--- src/rtl/ppu_pkg.sv ---
// ppu_pkg: shared PPU types and Mode 7 map geometry.
// Engine parameters default to the constants below.
package ppu_pkg;

  localparam int M7_MAP_TILES_LOG2 = 7;
  localparam int M7_FRAC_BITS      = 8;
  localparam int M7_COORD_W        = 13;
  localparam int M7_ACC_W          = 28;
  localparam int M7_PX_W  = M7_MAP_TILES_LOG2 + 3;
  localparam int M7_VRAM_AW        = 15;

  typedef enum logic [1:0] {
    M7_WRAP,
    M7_TRANSPARENT,
    M7_TILE0
  } m7_overflow_e;

  typedef struct packed {
    logic [7:0] color;
    logic       prio;
    logic       valid;
  } m7_pixel_t;

  function automatic m7_overflow_e m7_ovf_mode(
    input logic [1:0] sel
  );
    m7_overflow_e m;
    unique case (sel)
      2'd2:    m = M7_TRANSPARENT;
      2'd3:    m = M7_TILE0;
      default: m = M7_WRAP;
    endcase
    return m;
  endfunction

endpackage

--- src/rtl/bg7_coord_acc.sv ---
// bg7_coord_acc: per-line matrix setup on a shared multiplier
// pair, then per-dot incremental X/Y accumulators with mosaic.
module bg7_coord_acc
  import ppu_pkg::*;
#(
  parameter int FRAC_BITS = M7_FRAC_BITS,
  parameter int COORD_W   = M7_COORD_W,
  parameter int ACC_W     = M7_ACC_W
) (
  input  logic               clk,
  input  logic               reset,
  input  logic               setup_x,
  input  logic               setup_y,
  input  logic               step,
  input  logic               hflip,
  input  logic               vflip,
  input  logic [7:0]         y,
  input  logic [15:0]        m7_a,
  input  logic [15:0]        m7_b,
  input  logic [15:0]        m7_c,
  input  logic [15:0]        m7_d,
  input  logic [COORD_W-1:0] xofs,
  input  logic [COORD_W-1:0] yofs,
  input  logic [COORD_W-1:0] xorig,
  input  logic [COORD_W-1:0] yorig,
  input  logic               mosaic_en,
  input  logic [3:0]         mosaic_size,
  output logic [ACC_W-1:0]   accx,
  output logic [ACC_W-1:0]   accy
);

  localparam int CE = ACC_W - COORD_W;
  localparam int KE = ACC_W - 16;

  logic signed [ACC_W-1:0] xofs_s, yofs_s;
  logic signed [ACC_W-1:0] xorig_s, yorig_s;
  logic signed [ACC_W-1:0] x0_s, yp_s, ux, uy;
  logic signed [ACC_W-1:0] a_s, b_s, c_s, d_s;
  logic signed [ACC_W-1:0] k1, k2, org, prod;
  logic signed [ACC_W-1:0] sa_s, sc_s, stepx, stepy;
  logic signed [ACC_W-1:0] accx_q, accx_d;
  logic signed [ACC_W-1:0] accy_q, accy_d;
  logic [15:0] a_q, c_q;
  logic        hflip_q;
  logic [3:0]  mcnt_q, mcnt_d;
  logic [7:0]  yp;

  assign xofs_s  = $signed({{CE{xofs[COORD_W-1]}}, xofs});
  assign yofs_s  = $signed({{CE{yofs[COORD_W-1]}}, yofs});
  assign xorig_s = $signed({{CE{xorig[COORD_W-1]}}, xorig});
  assign yorig_s = $signed({{CE{yorig[COORD_W-1]}}, yorig});

  assign a_s = $signed({{KE{m7_a[15]}}, m7_a});
  assign b_s = $signed({{KE{m7_b[15]}}, m7_b});
  assign c_s = $signed({{KE{m7_c[15]}}, m7_c});
  assign d_s = $signed({{KE{m7_d[15]}}, m7_d});

  assign yp   = vflip ? ~y : y;
  assign yp_s = $signed({{(ACC_W-8){1'b0}}, yp});
  assign x0_s = hflip ? ACC_W'(255) : '0;
  assign ux   = x0_s + xofs_s - xorig_s;
  assign uy   = yp_s + yofs_s - yorig_s;

  // A/B feed the multipliers in SETUP_X, C/D in SETUP_Y
  assign k1   = setup_y ? c_s : a_s;
  assign k2   = setup_y ? d_s : b_s;
  assign org  = (setup_y ? yorig_s : xorig_s) <<< FRAC_BITS;
  assign prod = k1 * ux + k2 * uy + org;

  assign sa_s  = $signed({{KE{a_q[15]}}, a_q});
  assign sc_s  = $signed({{KE{c_q[15]}}, c_q});
  assign stepx = hflip_q ? -sa_s : sa_s;
  assign stepy = hflip_q ? -sc_s : sc_s;

  always_comb begin
    accx_d = accx_q;
    accy_d = accy_q;
    mcnt_d = mcnt_q;
    if (setup_x) begin
      accx_d = prod;
      mcnt_d = '0;
    end else if (setup_y) begin
      accy_d = prod;
      mcnt_d = '0;
    end else if (step) begin
      if (mosaic_en && mcnt_q != mosaic_size) begin
        mcnt_d = mcnt_q + 4'd1;
      end else begin
        mcnt_d = '0;
        accx_d = accx_q + stepx;
        accy_d = accy_q + stepy;
      end
    end
  end

  always_ff @(posedge clk or posedge reset) begin
    if (reset) begin
      accx_q  <= '0;
      accy_q  <= '0;
      mcnt_q  <= '0;
      a_q     <= '0;
      c_q     <= '0;
      hflip_q <= 1'b0;
    end else begin
      accx_q <= accx_d;
      accy_q <= accy_d;
      mcnt_q <= mcnt_d;
      if (setup_x) begin
        a_q     <= m7_a;
        c_q     <= m7_c;
        hflip_q <= hflip;
      end
    end
  end

  assign accx = accx_q;
  assign accy = accy_q;

endmodule

--- src/rtl/bg7_engine.sv ---
// bg7_engine: Mode 7 background engine; setup FSM, coordinate
// accumulators and a three-stage VRAM fetch pipeline on dot_en.
module bg7_engine
  import ppu_pkg::*;
#(
  parameter int MAP_TILES_LOG2 = M7_MAP_TILES_LOG2,
  parameter int FRAC_BITS      = M7_FRAC_BITS,
  parameter int COORD_W        = M7_COORD_W,
  parameter int ACC_W          = M7_ACC_W
) (
  input  logic               clk,
  input  logic               reset,
  input  logic               dot_en,
  input  logic               line_start,
  input  logic [7:0]         x,
  input  logic [7:0]         y,
  input  logic [7:0]         m7sel,
  input  logic [15:0]        m7_a,
  input  logic [15:0]        m7_b,
  input  logic [15:0]        m7_c,
  input  logic [15:0]        m7_d,
  input  logic [COORD_W-1:0] m7_xofs,
  input  logic [COORD_W-1:0] m7_yofs,
  input  logic [COORD_W-1:0] m7_xorig,
  input  logic [COORD_W-1:0] m7_yorig,
  input  logic [3:0]         mosaic_size,
  input  logic               mosaic_en,
  input  logic               extbg,
  output logic [14:0]        vram_l_addr,
  output logic [14:0]        vram_h_addr,
  input  logic [7:0]         vram_rdata_l,
  input  logic [7:0]         vram_rdata_h,
  output logic [7:0]         pixel_color,
  output logic               pixel_prio,
  output logic               pixel_valid,
  output logic               busy
);

  localparam int PXW = MAP_TILES_LOG2 + 3;
  localparam int OVL = FRAC_BITS + PXW;

  typedef enum logic [1:0] {
    IDLE,
    SETUP_X,
    SETUP_Y,
    RUN
  } state_e;

  state_e state_q, state_d;
  m7_overflow_e ovf_q;

  logic [ACC_W-1:0] accx, accy;
  logic             adv, setup_x, setup_y;
  logic             over_now;

  logic [PXW-1:0] s0_px_q, s0_py_q;
  logic           s0_over_q;
  logic [7:0]     s1_tile_q, s1_tile_d;
  logic [2:0]     s1_fx_q, s1_fy_q;
  logic           s1_over_q;
  logic [7:0]     s2_data_q;
  logic           s2_over_q;
  m7_pixel_t      pix_q, pix_d;
  logic           unused_in;

  always_comb begin
    state_d = state_q;
    unique case (state_q)
      IDLE:    state_d = IDLE;
      SETUP_X: state_d = SETUP_Y;
      SETUP_Y: state_d = RUN;
      RUN:     state_d = RUN;
      default: state_d = IDLE;
    endcase
    if (line_start) state_d = SETUP_X;
  end

  always_ff @(posedge clk or posedge reset) begin
    if (reset) begin
      state_q <= IDLE;
      ovf_q   <= M7_WRAP;
    end else begin
      state_q <= state_d;
      if (state_q == SETUP_X) ovf_q <= m7_ovf_mode(m7sel[7:6]);
    end
  end

  assign setup_x = (state_q == SETUP_X);
  assign setup_y = (state_q == SETUP_Y);
  assign busy    = setup_x | setup_y;
  assign adv     = (state_q == RUN) & dot_en;

  bg7_coord_acc #(
    .FRAC_BITS (FRAC_BITS),
    .COORD_W   (COORD_W),
    .ACC_W     (ACC_W)
  ) u_acc (
    .clk         (clk),
    .reset       (reset),
    .setup_x     (setup_x),
    .setup_y     (setup_y),
    .step        (adv),
    .hflip       (m7sel[0]),
    .vflip       (m7sel[1]),
    .y           (y),
    .m7_a        (m7_a),
    .m7_b        (m7_b),
    .m7_c        (m7_c),
    .m7_d        (m7_d),
    .xofs        (m7_xofs),
    .yofs        (m7_yofs),
    .xorig       (m7_xorig),
    .yorig       (m7_yorig),
    .mosaic_en   (mosaic_en),
    .mosaic_size (mosaic_size),
    .accx        (accx),
    .accy        (accy)
  );

  // sign bits sit above the field, so negatives count as over
  assign over_now = |accx[ACC_W-1:OVL] | |accy[ACC_W-1:OVL];

  assign s1_tile_d = (ovf_q == M7_TILE0 && s0_over_q)
                   ? 8'h00 : vram_rdata_l;

  always_comb begin
    pix_d       = '0;
    pix_d.color = extbg ? {1'b0, s2_data_q[6:0]} : s2_data_q;
    pix_d.prio  = extbg & s2_data_q[7];
    pix_d.valid = (|pix_d.color)
                & ~(ovf_q == M7_TRANSPARENT && s2_over_q);
  end

  always_ff @(posedge clk or posedge reset) begin
    if (reset) begin
      s0_px_q   <= '0;
      s0_py_q   <= '0;
      s0_over_q <= 1'b0;
      s1_tile_q <= '0;
      s1_fx_q   <= '0;
      s1_fy_q   <= '0;
      s1_over_q <= 1'b0;
      s2_data_q <= '0;
      s2_over_q <= 1'b0;
      pix_q     <= '0;
    end else if (adv) begin
      s0_px_q   <= accx[FRAC_BITS +: PXW];
      s0_py_q   <= accy[FRAC_BITS +: PXW];
      s0_over_q <= over_now;
      s1_tile_q <= s1_tile_d;
      s1_fx_q   <= s0_px_q[2:0];
      s1_fy_q   <= s0_py_q[2:0];
      s1_over_q <= s0_over_q;
      s2_data_q <= vram_rdata_h;
      s2_over_q <= s1_over_q;
      pix_q     <= pix_d;
    end
  end

  assign vram_l_addr = 15'({s0_py_q[PXW-1:3], s0_px_q[PXW-1:3]});
  assign vram_h_addr = 15'({s1_tile_q, s1_fy_q, s1_fx_q});

  assign pixel_color = pix_q.color;
  assign pixel_prio  = pix_q.prio;
  assign pixel_valid = pix_q.valid;

  assign unused_in = ^{x, m7sel[5:2],
                       accx[FRAC_BITS-1:0], accy[FRAC_BITS-1:0]};

endmodule

--- config.mk ---
export PLATFORM = sky130hd
export DESIGN_NAME = bg7_engine
export DESIGN_NICKNAME = d
export VERILOG_FILES = /design/src/rtl/ppu_pkg.sv /design/src/rtl/bg7_coord_acc.sv /design/src/rtl/bg7_engine.sv
export SDC_FILE = /design/constraint.sdc
export NUM_CORES = 2
export LEC_CHECK = 0
export ABC_AREA = 1
export CAP_MARGIN = 20
export CELL_PAD_IN_SITES_DETAIL_PLACEMENT = 1
export CELL_PAD_IN_SITES_GLOBAL_PLACEMENT = 2
export CORE_UTILIZATION = 28
export DETAILED_ROUTE_END_ITERATION = 8
export PLACE_DENSITY = 0.64
export SLEW_MARGIN = 20
export SYNTH_ARGS = -nofsm -noshare
export SYNTH_HDL_FRONTEND = slang
export SYNTH_SLANG_ARGS = --single-unit
--- constraint.sdc ---
create_clock -name clk -period 9.55 [get_ports clk]
set_input_delay 0.955 -clock clk [delete_from_list [all_inputs] [get_ports clk]]
set_output_delay 0.955 -clock clk [all_outputs]
set_load 0.05 [all_outputs]
==> metrics.cfg <==
[cts]
clk_pin_slew_ps=70
clock_path_buffers=2
clock_sinks=152
cts_buffers=17
cts_root_buf=clkbuf_16
clk_latency_ps=490
cts_max_level=4
cts_tree=built

[timing]
rsz0062_at_grt=yes
finalCriticalPeriod_ps=9903
max-slew-margin-rel_pct=28.29
setup_viol=18
fmax_mhz=101.0
slew_viol_final=0
tightest_slew_ps=1068
worst_slack_ps=-353.2
finalHoldViolCount=0
skew_ps=12.18
finalCritPeriodShare_pct=103.7

[synthesis]
synthDistinctLibCells=53
ys_warn_count=0
synth_area_um2=32350
avgSynthCellArea_um2=7.933
seq_area_frac_synth_pct=11.76
ys.flop_type=dfrtp_1
ys_ff_latch=152
async_reset_ff_share_pct=100.0
synthCells=4078
synth_edf_count=0

[final_layout]
drive_gt1_share_pct=20.57
nNetsFinal=5701
fillers=13670
area_growth_syn_to_layout_pct=30.33
final_core_utilization_pct=36.83
final_area_um2=42170
multi_input_area_um2=26180
n_antenna_cell=0
regArea_um2=3804

[critical_path]
worstSetupPathType=input port to register
max_stage_delay_ps=610
r2r_cells=33
cp.required_ps=9930
start_kind=input port
crit_arrival_ps=10290
cp_num_buf_inv=10
cpMostUsedCell=fa_1
slowest_stage=fa_2
cp_max_fo=7
crit_family=adder cells
rr_endpoint=u_acc.accy[27]$_DFFE_PP0P_
r2r_slack_ps=670
crit_path_end_kind=register
crit-reg2reg-launch=state_q[0]$_DFF_PP0_

[drt]
dr.pass1.iters=7
num_vias=28230
viasPerCell=4.543
routed_wl_mm=121.2
detail_route.wl_per_cell_um=19.51
ant_nets=0
first_iter_violations=1087
drc=16

[floorplan]
die_x_um=341.9
dieArea_um2=116900
boundaryPins=207
rows=124
core_region_area_um2=114500
start_util_pct=28.26
die_h_um=341.9

[placed_design]
io_buffers=192
place_area_um2=39400
place_congestion=0.8813
dpl.hpwl_mm=106.4

[global_routing]
grt_pass1_vias=31200
gr-total-overflow=0
grt_pass1_wl_mm=187.9
grt_use_total_pct=21.25
grt_max_degree=87
antenna_found_initial=1

[run_status]
violations=DRC, setup timing
status=complete, but fails checks

[min_path]
holdPathEnd=s1_fx_q[1]$_DFFE_PP0P_
whs_path_depth=2
min_from=s0_px_q[1]$_DFFE_PP0P_
hp-class=register to register

[flow_run]
max_cap_viol_count=0

## sequential cells by signal, indices dropped and copies added (netlist names), 2 cells and up
name          count
s2_data_q         8
u_acc.c_q        16
u_acc.a_q        16
state_q           2
pixel_color       8
s1_fx_q           3
u_acc.accy       28
u_acc.mcnt_q      4
u_acc.accx       28
s1_fy_q           3
s0_py_q          10
s1_tile_q         8
s0_px_q          10
ovf_q             2
## worst min-delay path, stage by stage, from the launching register on
cell     delay, ps
dfrtp_1        350
nand2_1         50
nand2_1         50
## routing by layer
metal  track usage [%]  vias up  routed length [um]
met5                 0        -                   0
met4             4.316        0                2227
met3             1.448       78                2391
met2             38.58      288               62670
met1             27.54    14360               53940
li1                  -    13500                   -
## area by class of cell
| type | count | area share (%) |
|---|---|---|
| clock inverter | 12 | 0.2789 |
| tap | 1512 | 4.487 |
| multi-input combinational | 2869 | 62.09 |
| inverter | 939 | 8.430 |
| sequential | 152 | 9.021 |
| timing repair buffer | 711 | 14.64 |
| clock buffer | 19 | 1.050 |
## timing repair
item,in CTS,in global routing
buffers inserted,45,26
pin swaps,122,121
resized for setup,245,191
hold buffers,0,0
setup endpoints to repair,34,34
gates cloned,3,0
## synth_stat cells (5+ instances only)
| cell type | count | share of area (%) |
|---|---|---|
| fa_1 | 570 | 35 |
| nand3_2 | 7 | 0.22 |
| nand2_1 | 792 | 9.2 |
| o21bai_1 | 5 | 0.12 |
| nand4_1 | 30 | 0.58 |
| o21ai_0 | 208 | 3.2 |
| clkbuf_1 | 87 | 1.0 |
| or2_2 | 30 | 0.58 |
| o31ai_1 | 6 | 0.14 |
| buf_1 | 8 | 0.093 |
| nand3b_1 | 5 | 0.12 |
| xor2_1 | 86 | 2.3 |
| a21oi_1 | 130 | 2.0 |
| xnor2_1 | 55 | 1.5 |
| a31oi_1 | 20 | 0.39 |
| buf_4 | 17 | 0.39 |
| a211oi_1 | 5 | 0.12 |
| o21ai_2 | 8 | 0.22 |
| dfrtp_1 | 152 | 12 |
| nor2_2 | 5 | 0.097 |
| inv_1 | 911 | 11 |
| nor2_1 | 386 | 4.5 |
| a21boi_0 | 5 | 0.12 |
| a21o_1 | 5 | 0.12 |
| o211ai_1 | 15 | 0.35 |
| nand3_1 | 117 | 1.8 |
| nor4_1 | 13 | 0.25 |
| nand2_2 | 23 | 0.44 |
| inv_2 | 12 | 0.14 |
| ha_1 | 275 | 11 |
| o21ai_1 | 15 | 0.23 |
| clkinv_1 | 16 | 0.19 |
| nor3_1 | 18 | 0.28 |
## metrics by stage
stage,setup WS [ps],setup TNS (ps),hold WS (ps),cells
4_1_cts,-371.6,-3773,483.9,6191
2_1_floorplan,-186.2,-860.5,442.2,4079
3_3_place_gp,-1469,-42600,460.4,6118
5_1_grt,-729.3,-11700,508.4,6214
6_report,-353.2,-3299,476.0,6214
3_5_place_dp,-1673,-48250,466.0,6118
## worst max-delay path by stage
stage                     startpoint                         end  cells past startpoint
after floorplan             m7sel[0]  u_acc.accy[26]$_DFFE_PP0P_                     48
after global placement      m7sel[0]  u_acc.accy[26]$_DFFE_PP0P_                     50
after detailed placement    m7sel[0]  u_acc.accx[25]$_DFFE_PP0P_                     46
after CTS                   m7sel[0]  u_acc.accx[25]$_DFFE_PP0P_                     47
after global routing        m7sel[0]  u_acc.accy[27]$_DFFE_PP0P_                     53
final                       m7sel[0]  u_acc.accy[27]$_DFFE_PP0P_                     47
## layout by cell type (no fill, tap or decap), types with 25 or more instances in the layout
master | synthesis | final
o21ai_1 | 15 | 35
ha_4 | 0 | 39
fa_2 | 0 | 30
nand3_1 | 117 | 96
xnor2_1 | 55 | 37
nor2_2 | 5 | 27
a21oi_1 | 130 | 104
nand4_1 | 30 | 30
buf_4 | 17 | 466
inv_2 | 12 | 59
buf_6 | 4 | 35
clkdlybuf4s50_1 | 0 | 181
nor2_1 | 386 | 349
ha_1 | 275 | 235
fa_1 | 570 | 540
nand3_2 | 7 | 25
o21ai_0 | 208 | 182
nand2_2 | 23 | 64
or2_2 | 30 | 30
nand2_1 | 792 | 735
inv_1 | 911 | 859
dfrtp_1 | 152 | 152
xor2_1 | 86 | 72
## kinds of logic after synthesis
kind of cell | synth area share (%)
AOI/OAI and AO/OA | 7.514
xor gates and xnor gates | 3.817
other | 0.01159
DFF | 11.76
and+or+nand+nor | 18.33
adders and majority gates | 45.91
buffers and inverters | 12.59
muxes | 0.07347
Power is left out: the tool's default activity adds up to more than one toggle a clock period on the data nets, which glitch-free logic cannot reach.
